==> config.mk <==
export PLATFORM = sky130hd
export DESIGN_NAME = nn_calc_sequencer
export DESIGN_NICKNAME = d
export VERILOG_FILES = /design/src/rtl/nn_calc_sequencer_pkg.sv /design/src/rtl/nn_mac_unit.sv /design/src/rtl/nn_calc_sequencer.sv
export SDC_FILE = /design/constraint.sdc
export NUM_CORES = 1
export LEC_CHECK = 0
export CORE_MARGIN = 10
export CORE_UTILIZATION = 39
export DETAILED_ROUTE_END_ITERATION = 12
export HOLD_SLACK_MARGIN = 0.15
export SETUP_SLACK_MARGIN = 0.1
export SLEW_MARGIN = 20
export SYNTH_ARGS = -nofsm -noshare
export SYNTH_HDL_FRONTEND = slang
export SYNTH_SLANG_ARGS = --single-unit
export TNS_END_PERCENT = 1
==> constraint.sdc <==
create_clock -name clk -period 6.5 [get_ports clk]
set_input_delay 1.3 -clock clk [delete_from_list [all_inputs] [get_ports clk]]
set_output_delay 1.3 -clock clk [all_outputs]
set_load 0.03 [all_outputs]
==> src/rtl/nn_calc_sequencer_pkg.sv <==
// nn_pkg: shared constants, FSM state encoding and accumulator type for the NN calc sequencer
package nn_pkg;
  localparam int NUM_OUT = 10;
  localparam int STEPS = 392;
  localparam int ACC_W = 32;
  localparam int PIX_WORDS = 196;
  localparam int WEIGHT_WORDS = 3920;
  typedef enum logic [2:0] {IDLE, RUN, DRAIN, STORE, DONE} state_t;
  typedef logic signed [ACC_W-1:0] acc_t;
endpackage

==> src/rtl/nn_mac_unit.sv <==
// nn_mac_unit: two 8x16 multiplies per step, registered product, saturating 32-bit accumulator
// with a sticky overflow flag.
module nn_mac_unit
  import nn_pkg::*;
(
  input  logic        clk,
  input  logic        n_rst,
  input  logic        flush,
  input  logic        ovf_clr,
  input  logic        in_valid,
  input  logic        bank_sel,
  input  logic [15:0] pixel_rdata1,
  input  logic [15:0] pixel_rdata2,
  input  logic [31:0] weight_rdata,
  output acc_t        acc,
  output logic        overflow
);
  logic [15:0] pix;
  logic signed [25:0] prod_d, prod_q;
  logic signed [32:0] sum;
  logic pv_d, pv_q, ovf_d, ovf_q, sat;
  acc_t acc_d, acc_q;

  always_ff @(posedge clk or negedge n_rst)
    if (!n_rst) begin
      prod_q <= '0;
      pv_q   <= 1'b0;
      acc_q  <= '0;
      ovf_q  <= 1'b0;
    end else begin
      prod_q <= prod_d;
      pv_q   <= pv_d;
      acc_q  <= acc_d;
      ovf_q  <= ovf_d;
    end

  always_comb begin
    pix = bank_sel ? pixel_rdata2 : pixel_rdata1;
    // Pixels are unsigned (zero-extended), weights signed; the 26-bit sum cannot wrap.
    prod_d = 26'($signed({1'b0, pix[7:0]})) * 26'($signed(weight_rdata[15:0]))
           + 26'($signed({1'b0, pix[15:8]})) * 26'($signed(weight_rdata[31:16]));
    pv_d = in_valid;
    sum = 33'(acc_q) + 33'(prod_q);
    sat = sum[32] ^ sum[31];
    acc_d = acc_q;
    ovf_d = ovf_q;
    if (pv_q) begin
      acc_d = sat ? (sum[32] ? acc_t'(32'h8000_0000) : acc_t'(32'h7FFF_FFFF)) : acc_t'(sum[31:0]);
      ovf_d = ovf_q | sat;
    end
    if (flush) begin
      acc_d = '0;
      pv_d = 1'b0;
    end
    if (ovf_clr) ovf_d = 1'b0;
  end

  assign acc = acc_q;
  assign overflow = ovf_q;
endmodule

==> src/rtl/nn_calc_sequencer.sv <==
// nn_calc_sequencer: runs ten 784-term dot products over pixel/weight RAM into the result registers.
// Define NN_RELU_EN to clamp negative results to zero on write.
module nn_calc_sequencer
  import nn_pkg::*;
(
  input  logic        clk,
  input  logic        n_rst,
  input  logic        start_calc,
  input  logic        clear_data,
  output logic [9:0]  pixel_raddr,
  input  logic [15:0] pixel_rdata1,
  input  logic [15:0] pixel_rdata2,
  output logic [11:0] weight_raddr,
  input  logic [31:0] weight_rdata,
  output logic [3:0]  result_addr,
  output logic [31:0] result_wdata,
  output logic        result_we,
  output logic        done_calc,
  output logic        overflow,
  output logic        busy
);
  state_t state_d, state_q;
  logic [3:0] n_d, n_q;
  logic [8:0] s_d, s_q;
  logic drain_d, drain_q, start_d, start_q, vld_d, vld_q, sel_d, sel_q;
  logic start_edge, flush, ovf_clr;
  acc_t acc;

  always_ff @(posedge clk or negedge n_rst)
    if (!n_rst) begin
      state_q <= IDLE;
      n_q     <= '0;
      s_q     <= '0;
      drain_q <= 1'b0;
      start_q <= 1'b0;
      vld_q   <= 1'b0;
      sel_q   <= 1'b0;
    end else begin
      state_q <= state_d;
      n_q     <= n_d;
      s_q     <= s_d;
      drain_q <= drain_d;
      start_q <= start_d;
      vld_q   <= vld_d;
      sel_q   <= sel_d;
    end

  assign start_edge = start_calc & ~start_q;

  always_comb begin
    state_d = state_q;
    n_d = n_q;
    s_d = s_q;
    drain_d = drain_q;
    start_d = start_calc;
    vld_d = state_q == RUN;
    sel_d = s_q[0];
    flush = 1'b0;
    ovf_clr = 1'b0;
    case (state_q)
      IDLE, DONE: if (start_edge) begin
        state_d = RUN;
        n_d = '0;
        s_d = '0;
        flush = 1'b1;
        ovf_clr = 1'b1;
      end
      RUN: begin
        s_d = s_q == 9'(STEPS - 1) ? '0 : s_q + 9'd1;
        state_d = s_q == 9'(STEPS - 1) ? DRAIN : RUN;
      end
      DRAIN: begin
        drain_d = ~drain_q;
        state_d = drain_q ? STORE : DRAIN;
      end
      STORE: begin
        flush = 1'b1;
        s_d = '0;
        state_d = n_q == 4'(NUM_OUT - 1) ? DONE : RUN;
        n_d = n_q == 4'(NUM_OUT - 1) ? n_q : n_q + 4'd1;
      end
      default: state_d = IDLE;
    endcase
    // Abort wins over everything, including a start edge in the same cycle.
    if (clear_data) begin
      state_d = IDLE;
      n_d = '0;
      s_d = '0;
      drain_d = 1'b0;
      vld_d = 1'b0;
      flush = 1'b1;
      ovf_clr = 1'b1;
    end
  end

  nn_mac_unit u_mac (
    .clk          (clk),
    .n_rst        (n_rst),
    .flush        (flush),
    .ovf_clr      (ovf_clr),
    .in_valid     (vld_q),
    .bank_sel     (sel_q),
    .pixel_rdata1 (pixel_rdata1),
    .pixel_rdata2 (pixel_rdata2),
    .weight_rdata (weight_rdata),
    .acc          (acc),
    .overflow     (overflow)
  );

  assign pixel_raddr = {2'b00, s_q[8:1]};
  assign weight_raddr = 12'(n_q) * 12'(STEPS) + 12'(s_q);
  assign busy = state_q == RUN || state_q == DRAIN || state_q == STORE;
  assign result_we = state_q == STORE;
  assign done_calc = state_q == DONE;
  assign result_addr = result_we ? n_q : '0;
`ifdef NN_RELU_EN
  assign result_wdata = result_we && !acc[ACC_W-1] ? acc : '0;
`else
  assign result_wdata = result_we ? acc : '0;
`endif
endmodule

==> qor.yml <==
die:
  boundaryPins: 130
  die_w_um: 222
  fp-row-count: 73
  die_h_um: 222
  fp.dieArea_um2: 49100
  core_area_um2: 40000
  initial_core_util: 0.396
sta:
  fmax_mhz: 143
  whs_ns: 0.480
  max_slew_margin: 0.443
  worstMarginPinSlew_ns: 0.831
  post-route-period-util: 1.08
  layout_setup_ws_ns: -0.507
  rsz0062_at_grt: "true"
  maxSlewViolCount: 0
  fin_skew_ns: 0.0100
  finalHoldViolCount: 0
  setup_viol: 7
  period_needed_ns: 7.01
yosys:
  syn_area_um2: 15900
  synth-edff-count: 0
  synth-async-reset-ratio: 1.00
  synth-simple-area-share: 0.173
  synth_top_family_by_area: "adder cells"
  synth-adder-area-share: 0.397
  ys_warn_count: 0
  synth-seq-cells: 80
  synth_top_area_cell: "fa_1"
  syn_avg_cell_area_um2: 8.74
  synth_top_area_share: 0.261
  synth_mux_area_frac: 0.0117
  yosysSeqAreaShare: 0.126
  synth_compound_area_frac: 0.140
  synth.top_cells.by_area: "fa_1 26%, ha_1 14%, dfrtp_1 13%"
  yosysUniqueCellTypes: 77
  ys.flop_type: "dfrtp_1"
  synth_xor_area_frac: 0.0569
  postSynthCellCount: 1815
clock_network:
  clk_latency_ns: 0.34
  clockBufferDepth: 2
  numCtsBuffers: 9
  cts_tree: "done"
  root_buffer: "clkbuf_16"
  htreeDepth: 3
  clk_pin_slew_worst_paths_ns: 0.06
  cts_sinks: 80
  hold_buffers: 0
final_layout:
  final_common_cell: "inv_1"
  final_cell_mix: "320 x inv_1, 233 x buf_4, 194 x fa_1"
  drive_above_1_share: 0.217
  syn_to_final_growth_pct: 30.9
  nets: 2609
  diodes: 0
  utilization: 0.519
setup_path:
  crit_path_start_kind: "primary input"
  regToRegSetupSlack_ns: -0.11
  path_class: "in -> reg"
  cp-end-kind: "flip-flop"
  crit_fanout: 8
  cp_common_cell: "fa_1"
  crit_required_ns: 6.74
  cp_slowest_cell: "fa_1"
  arrival_ns: 7.25
  critPathMaxStageDelay_ns: 0.50
route:
  top_layer_used: "met4"
  m1WireLength_mm: 17.7
  drc: 0
  via_count: 13500
  ant_nets: 0
  vias_per_cell: 5.02
  met3_length_mm: 1.12
  wirelength_mm: 40.1
  dr.first_iter.drc_count: 605
  wl_per_cell_um: 14.9
  first_pass_iters: 5
  met2_length_mm: 20.8
run:
  cap_violations: 0
place:
  globalplace.congestion: 0.883
  dp_hpwl_mm: 33.5
  io_buffers: 127
  dp_slack_ns: -1.10
global_route:
  grt_pass1_wl_mm: 66.2
  overflow: 0
  grt_pass1_vias: 13700
  grt_start_max_net_pins: 81
  grt_antenna_before_repair: 0
  grtUsageTotal: 0.157
min_path:
  hold_path_class: "reg -> reg"
outcome:
  outcome: "complete, but fails checks"
  violations: "negative setup slack"
==> area by class of cell <==
class / instances / area, um2
multi-input combinational: 1352 / 13200
clock buffer: 12 / 256
timing repair buffer: 381 / 3370
inverter: 338 / 1270
tap: 525 / 657
clock inverter: 4 / 28.8
sequential: 80 / 2000
fill: 3689 / 19200
==> cells in the mapped netlist, types with 6 or more instances <==
library cell  count
a21oi_1          77
nand2b_1         19
or3_1             7
and3_1           41
o21bai_1         15
nor3_1           23
dfrtp_1          80
inv_1           338
o21ai_0          48
a21o_1           46
nand2_1         176
o31ai_1           6
and2_1           67
xnor2_1          80
nor2_1           79
a211oi_1          8
mux2_2           12
o21a_1           13
a31oi_1           6
nor2b_1          80
buf_6             6
nand4_1           7
ha_1            172
a221o_1          29
xor2_1           23
clkbuf_1         36
nand3_1          25
fa_1            207
==> final timing paths <==
check / start / end / depth (start not counted)
worst max-delay path: pixel_rdata1[12] / u_mac.prod_q[25] / 25
worst min-delay path: s_q[0] / sel_q / 0
worst max register to register: sel_q / u_mac.prod_q[25] / 28
worst min register to register: s_q[0] / sel_q / 0
max in group asynchronous: n_rst / state_q[1] / 1
min in group asynchronous: n_rst / n_q[3] / 1
==> repair_timing <==
action,in CTS,in global routing
setup buffers,5,31
setup endpoints to repair,14,15
pin swaps,11,123
gates resized for setup,35,198
cloned,1,2
==> worst max-delay path: cells and delay by family <==
kind / cells / cell delay [ns]
buffers and inverters: 6 / 0.61
AO/OA/AOI/OAI: 9 / 2.01
AND/OR/NAND/NOR: 2 / 0.37
XOR/XNOR: 1 / 0.18
adder cells (fa/ha/maj): 6 / 2.42
multiplexers: 1 / 0.34
==> cells by family (layout without fill, tap and decap cells) <==
logic type,Yosys count,after routing
AO/OA/AOI/OAI,303,303
XOR/XNOR,103,103
adder cells (fa/ha/maj),379,379
buffers and inverters,387,735
flip-flops,80,80
multiplexers,17,20
other,1,2
AND/OR/NAND/NOR,545,545
==> flip-flops by register name, indices dropped and copies added (netlist names) <==
name / cells
u_mac.overflow: 1
start_q: 1
sel_q: 1
u_mac.pv_q: 1
state_q: 3
s_q: 9
drain_q: 1
u_mac.prod_q: 26
n_q: 4
u_mac.acc: 32
vld_q: 1
==> per-stage QoR <==
| step | instance area (um2) | instances | setup TNS (ns) |
|---|---|---|---|
| final | 20800 | 2692 | -2.20 |
| after global routing | 20800 | 2692 | -4.44 |
| after CTS | 19900 | 2659 | -4.89 |
| after detailed placement | 19400 | 2637 | -11.85 |
| after global placement | 19400 | 2637 | -10.96 |
| after floorplan | 16100 | 1816 | -1.36 |
==> metal layers <==
| layer | track usage | vias up |
|---|---|---|
| met4 | 0.0232 | 0 |
| met1 | 0.198 | 6683 |
| met5 | 0 | - |
| met2 | 0.286 | 201 |
| met3 | 0.0157 | 30 |
| li1 | - | 6589 |
Power is left out: the tool's default activity adds up to more than one toggle a clock period on the data nets, which glitch-free logic cannot reach.
